==> config.mk <==
export PLATFORM = sky130hd
export DESIGN_NAME = mips_multicycle_datapath
export DESIGN_NICKNAME = d
export VERILOG_FILES = /design/src/rtl/mips_pkg.sv /design/src/rtl/mips_regfile.sv /design/src/rtl/mips_multicycle_datapath.sv
export SDC_FILE = /design/constraint.sdc
export NUM_CORES = 2
export LEC_CHECK = 0
export ABC_AREA = 1
export CORE_MARGIN = 2
export CORE_UTILIZATION = 55
export CTS_BUF_LIST = sky130_fd_sc_hd__clkbuf_8 sky130_fd_sc_hd__clkbuf_16
export CTS_CLUSTER_SIZE = 14
export DETAILED_ROUTE_END_ITERATION = 10
export PLACE_DENSITY = 0.72
export SLEW_MARGIN = 30
export SYNTH_ARGS = -nofsm -noshare
export SYNTH_HDL_FRONTEND = slang
export SYNTH_SLANG_ARGS = --single-unit
==> constraint.sdc <==
create_clock -name clk -period 7.35 [get_ports clk]
set_input_delay 0.735 -clock clk [delete_from_list [all_inputs] [get_ports clk]]
set_output_delay 0.735 -clock clk [all_outputs]
set_load 0.005 [all_outputs]
==> src/rtl/mips_pkg.sv <==
// Shared constants for the multicycle MIPS datapath and its controller:
// ALU operation codes, operand/PC-source select encodings and opcodes.
package mips_pkg;

  localparam logic [2:0] ALU_AND = 3'b000;
  localparam logic [2:0] ALU_OR  = 3'b001;
  localparam logic [2:0] ALU_ADD = 3'b010;
  localparam logic [2:0] ALU_SUB = 3'b110;
  localparam logic [2:0] ALU_SLT = 3'b111;

  localparam logic [1:0] SRCB_B     = 2'b00;
  localparam logic [1:0] SRCB_FOUR  = 2'b01;
  localparam logic [1:0] SRCB_IMM   = 2'b10;
  localparam logic [1:0] SRCB_IMMSH = 2'b11;

  localparam logic [1:0] PCSRC_ALU    = 2'b00;
  localparam logic [1:0] PCSRC_ALUOUT = 2'b01;
  localparam logic [1:0] PCSRC_JUMP   = 2'b10;
  localparam logic [1:0] PCSRC_HOLD   = 2'b11;

  localparam logic [5:0] OP_RTYPE = 6'b000000;
  localparam logic [5:0] OP_LW    = 6'b100011;
  localparam logic [5:0] OP_SW    = 6'b101011;
  localparam logic [5:0] OP_BEQ   = 6'b000100;
  localparam logic [5:0] OP_ADDI  = 6'b001000;
  localparam logic [5:0] OP_J     = 6'b000010;

  function automatic logic [31:0] sign_extend16(input logic [15:0] imm);
    return {{16{imm[15]}}, imm};
  endfunction

endpackage

==> src/rtl/mips_regfile.sv <==
// 32x32 register file: two combinational read ports, one write port,
// asynchronous active-low clear. Register 0 always reads zero and ignores
// writes. With MIPS_DBG_PORT_EN defined a third read port (dbg_ra/dbg_rd)
// is added for observation from benches.
module mips_regfile (
  input  logic        clk,
  input  logic        reset,
  input  logic        we,
  input  logic [4:0]  ra1,
  input  logic [4:0]  ra2,
  input  logic [4:0]  wa,
  input  logic [31:0] wd,
`ifdef MIPS_DBG_PORT_EN
  input  logic [4:0]  dbg_ra,
  output logic [31:0] dbg_rd,
`endif
  output logic [31:0] rd1,
  output logic [31:0] rd2
);

  logic [31:0] regs [32];

  // Clear everything on reset; otherwise write at the edge, never to $0
  always_ff @(posedge clk or negedge reset) begin
    if (!reset) begin
      for (int i = 0; i < 32; i++) begin
        regs[i] <= '0;
      end
    end else if (we && (wa != 5'd0)) begin
      regs[wa] <= wd;
    end
  end

  assign rd1 = (ra1 == 5'd0) ? 32'd0 : regs[ra1];
  assign rd2 = (ra2 == 5'd0) ? 32'd0 : regs[ra2];

`ifdef MIPS_DBG_PORT_EN
  assign dbg_rd = (dbg_ra == 5'd0) ? 32'd0 : regs[dbg_ra];
`endif

endmodule

==> src/rtl/mips_multicycle_datapath.sv <==
// Multicycle MIPS datapath: PC, IR, MDR, A, B, ALUOut, register file and
// ALU, steered by controller strobes. Returns op/funct/zero to the
// controller and drives a unified instruction/data memory.
// Optional macro MIPS_DBG_PORT_EN adds a debug register read port.
module mips_multicycle_datapath
  import mips_pkg::*;
#(
  parameter int          WIDTH    = 32,
  parameter logic [31:0] RESET_PC = 32'h0000_0000
) (
  input  logic             clk,
  input  logic             reset,
  input  logic             pcen,
  input  logic             irwrite,
  input  logic             regwrite,
  input  logic             alusrca,
  input  logic [1:0]       alusrcb,
  input  logic             iord,
  input  logic             memtoreg,
  input  logic             regdst,
  input  logic [1:0]       pcsrc,
  input  logic [2:0]       alucontrol,
  input  logic             memwrite,
  input  logic [WIDTH-1:0] readdata,
`ifdef MIPS_DBG_PORT_EN
  input  logic [4:0]       dbg_ra,
  output logic [WIDTH-1:0] dbg_rd,
`endif
  output logic [5:0]       op,
  output logic [5:0]       funct,
  output logic             zero,
  output logic [WIDTH-1:0] adr,
  output logic [WIDTH-1:0] writedata,
  output logic             mem_we
);

  logic [31:0] pc, ir, mdr, a, b, aluout;
  logic [31:0] rd1, rd2;
  logic [31:0] srca, srcb, signimm, aluresult, pcnext, wd3;
  logic [4:0]  wa3;

  assign signimm = sign_extend16(ir[15:0]);
  assign wa3     = regdst ? ir[15:11] : ir[20:16];
  assign wd3     = memtoreg ? mdr : aluout;

  mips_regfile u_regfile (
    .clk   (clk),
    .reset (reset),
    .we    (regwrite),
    .ra1   (ir[25:21]),
    .ra2   (ir[20:16]),
    .wa    (wa3),
    .wd    (wd3),
`ifdef MIPS_DBG_PORT_EN
    .dbg_ra(dbg_ra),
    .dbg_rd(dbg_rd),
`endif
    .rd1   (rd1),
    .rd2   (rd2)
  );

  assign srca = alusrca ? a : pc;

  // Second ALU operand: B, +4 for PC increment, or the immediate forms
  always_comb begin
    srcb = b;
    case (alusrcb)
      SRCB_B:     srcb = b;
      SRCB_FOUR:  srcb = 32'd4;
      SRCB_IMM:   srcb = signimm;
      SRCB_IMMSH: srcb = {signimm[29:0], 2'b00};
      default:    srcb = b;
    endcase
  end

  // ALU; unused operation codes yield zero so the zero flag is set
  always_comb begin
    aluresult = 32'd0;
    case (alucontrol)
      ALU_ADD: aluresult = srca + srcb;
      ALU_SUB: aluresult = srca - srcb;
      ALU_AND: aluresult = srca & srcb;
      ALU_OR:  aluresult = srca | srcb;
      ALU_SLT: aluresult = {31'd0, $signed(srca) < $signed(srcb)};
      default: aluresult = 32'd0;
    endcase
  end

  assign zero = (aluresult == 32'd0);

  // Next PC source; the reserved select keeps the PC where it is
  always_comb begin
    pcnext = pc;
    case (pcsrc)
      PCSRC_ALU:    pcnext = aluresult;
      PCSRC_ALUOUT: pcnext = aluout;
      PCSRC_JUMP:   pcnext = {pc[31:28], ir[25:0], 2'b00};
      PCSRC_HOLD:   pcnext = pc;
      default:      pcnext = pc;
    endcase
  end

  // Architectural and pipeline-holding registers; A/B see pre-write values
  always_ff @(posedge clk or negedge reset) begin
    if (!reset) begin
      pc     <= RESET_PC;
      ir     <= '0;
      mdr    <= '0;
      a      <= '0;
      b      <= '0;
      aluout <= '0;
    end else begin
      mdr    <= readdata;
      a      <= rd1;
      b      <= rd2;
      aluout <= aluresult;
      if (irwrite) ir <= readdata;
      if (pcen)    pc <= pcnext;
    end
  end

  assign op        = ir[31:26];
  assign funct     = ir[5:0];
  assign adr       = iord ? aluout : pc;
  assign writedata = b;
  assign mem_we    = memwrite;

endmodule

==> impl_metrics.ini <==
[die]
die_area_sq_um = 128300
core_area_sq_um = 124100
rows = 129
fp.dieH_um = 358.1
initial_core_util_pct = 55.57
die_w_um = 358.1
ios = 127

[cells_and_area]
fin_cells = 10710
regArea_sq_um = 30460
drive_gt1_share_pct = 4.677
nets = 9119
final.fill_count = 11260
syn_to_final_growth_pct = 8.690
multi_input_area_sq_um = 32470

[clocking]
clock_sinks = 1216
cts_buffers = 136
cts_htree_levels = 4
clkTransAtPathRegs_ps = 60
clock_latency_ps = 810
cts_setup_buffers = 0
cts_tree = yes
hold_buffers = 0
cts_resized = 0
root_buffer = clkbuf_16
clk_path_buf_depth = 3

[sta]
setup_tns_ps = 0
fin_crit_sh_pct = 91.94
relSlewSlack_pct = 21.50
fin_skew_ps = 60.36
hold_slack_ps = -16.98
rsz0062_at_grt = no
setup_violations = 0
hold_violations = 23
max_freq_ghz = 0.1480
finalMaxSlewViolations = 0
fin_crit_ps = 6758
setup_ws_ps = 592.4
worst_slew_pin_slew_ps = 1172

[synth]
yosys.area.top_type = dfrtp_1
synthAdderAreaFrac_pct = 2.017
synth.avg_cell_area_sq_um = 7.333
synth_cell_types = 54
synth_common_cells = 1955 x o21ai_0, 1656 x nand2_1, 1216 x dfrtp_1
synthSimpleGateAreaFrac_pct = 17.53
synth_edf_count = 0
synth_top_family_by_area = compound AO/OA/AOI/OAI gates
synth.most_common_cell = o21ai_0
syn_area_sq_um = 68970
synth_area_leaders = dfrtp_1 44%, o21ai_0 14%, nand2_1 9.0%
synth_nets = 9565
muxShareOfSynthArea_pct = 0.2449
netlist_instances = 9406
synth_compound_area_share_pct = 26.81
yosys.area_share.xor_xnor_pct = 0
synth_flop_cell = dfrtp_1
yosys.area.top_type_share_pct = 44.12
ys_seq_elements = 1216
yosysWarnings = 0
ys_seq_area_share_pct = 44.12
ys_async_sr_fraction_pct = 100.0

[critical_path]
r2r_start = ir[16]
r2r_slack_ps = 2930
cp-end-kind = output port
worstPathMaxFanout = 17
crit_arrival_ps = 6020
reg2regPathDepth = 8
worstReg2RegEnd = writedata[2]
path_class = primary input to output port
critical-path-max-stage-delay_ps = 690
cp-start-kind = primary input
required_ps = 6610
crit_chain = clkdlybuf4s50_1 > nor2_2 > buf_4 > inv_1 > o22ai_1 > inv_1 > ha_1 > nand2_1 > nor2_1 > inv_1 > nor3_1 > nand3_1 > nand3_1 > nand2_1 > nand3_1 > nand2_1 > nor2_1 > nand2_1 > nor2_1 > nand3_1 > nor2_1 > clkdlybuf4s50_1
crit_path_top_delay_cell = clkdlybuf4s50_1

[outcome]
failed_checks = hold timing
status = complete, but fails checks

[placement]
place_congestion = 1.010
placedCellCount = 10460
hpwl_mm = 165.1
pre_cts_slack_ps = 746.1
numPortBuffers = 124

[power]
ir_worst_vdd_v = 0.0002840
p_leak_nw = 33.46
finalPower_mw = 24.20
powerDensity_nw_per_um2 = 322.8

[drt]
firstDrtPassIters = 9
via_per_inst = 6.467
vias = 69270
post_drt_wl_per_cell_um = 26.26
drc = 0
drtIter0Drc = 11400
drt-total-wl_mm = 281.3
ant_nets = 0

[global_route]
antenna_found_initial = 17
grt_first_pass_wirelength_mm = 413.8
overflow = 0
track_usage_pct = 43.28
grt_pass1_vias = 63630
grt_max_degree = 191

[run]
maxCapViolations = 0

[min_path]
hold_path_class = primary input to async pin
## power by group
part	leakage [nW]	switching (mW)	internal, mW
Combinational	15.7	4.82	2.33
Clock	2.36	2.91	3.98
Sequential	15.4	1.43	8.73
Total	33.5	9.16	15.0
## metrics by stage
step                      utilization, %  hold WS, ps  cell area, sq um
final                              60.40       -16.98             74960
after global routing               60.39        36.02             74950
after CTS                          60.34        11.20             74890
after detailed placement           56.72        368.4             70400
after global placement             56.64        366.0             70300
after floorplan                        -        429.0             68970
## area by class of cell
| class | instances | area share (%) |
|---|---|---|
| sequential | 1216 | 40.63 |
| antenna | 8 | 0.02670 |
| multi-input combinational | 6548 | 43.32 |
| clock inverter | 70 | 0.6476 |
| inverter | 830 | 4.213 |
| timing repair buffer | 228 | 3.088 |
| tap | 1637 | 2.732 |
| clock buffer | 174 | 5.343 |
## per-layer routing
metal  wire [um]  track usage (%)  vias to the layer above
met3       38510            12.83                      985
met1      108000            58.75                    32820
li1            -                -                    30680
met5          90                0                        -
met4       16100            22.10                       12
met2      118600            62.86                     4778
## registers in the layout (all words and copies together) (netlist names)
name            flops
ir                 32
writedata          32
mdr                32
a                  32
u_regfile.regs   1024
aluout             32
pc                 32
## critical path, delay by kind of cell
kind                     cells  cell delay [ps]
buffers and inverters        6             1860
AND/OR/NAND/NOR             14             2560
AO/OA/AOI/OAI                1              280
adder cells (fa/ha/maj)      1              540
## how the worst max path moves through the flow
stage          slack, ps  endpoint  startpoint  cells past startpoint
2_1_floorplan       2960      zero  alusrcb[0]                     22
3_3_place_gp         740      zero  alusrcb[1]                     22
3_5_place_dp         750      zero  alusrcb[1]                     22
4_1_cts              720      zero  alusrcb[1]                     22
5_1_grt              240      zero  alusrcb[1]                     22
6_report             590      zero  alusrcb[1]                     22
## layout by cell type (no fill, tap or decap), types with 22 or more instances in the layout
cell type	Yosys	layout
a21oi_1	979	979
a221oi_1	26	26
a31oi_1	55	53
buf_12	0	23
buf_4	20	79
clkbuf_16	0	143
clkbuf_8	0	31
clkdlybuf4s50_1	0	119
clkinv_2	0	22
dfrtp_1	1216	1206
ha_1	108	108
inv_1	814	844
nand2_1	1656	1647
nand3_1	490	487
nand4_1	28	28
nor2_1	720	717
o211ai_1	216	216
o21ai_0	1955	1955
o21ai_1	77	77
o221ai_1	31	31
o22ai_1	37	37
## logic make-up after synthesis
logic type,after synthesis
AO/OA/AOI/OAI,3462
AND/OR/NAND/NOR,2961
buffers and inverters,1642
flip-flops,1216
adder cells (fa/ha/maj),110
multiplexers,15
Power figures use the tool's default switching activity.
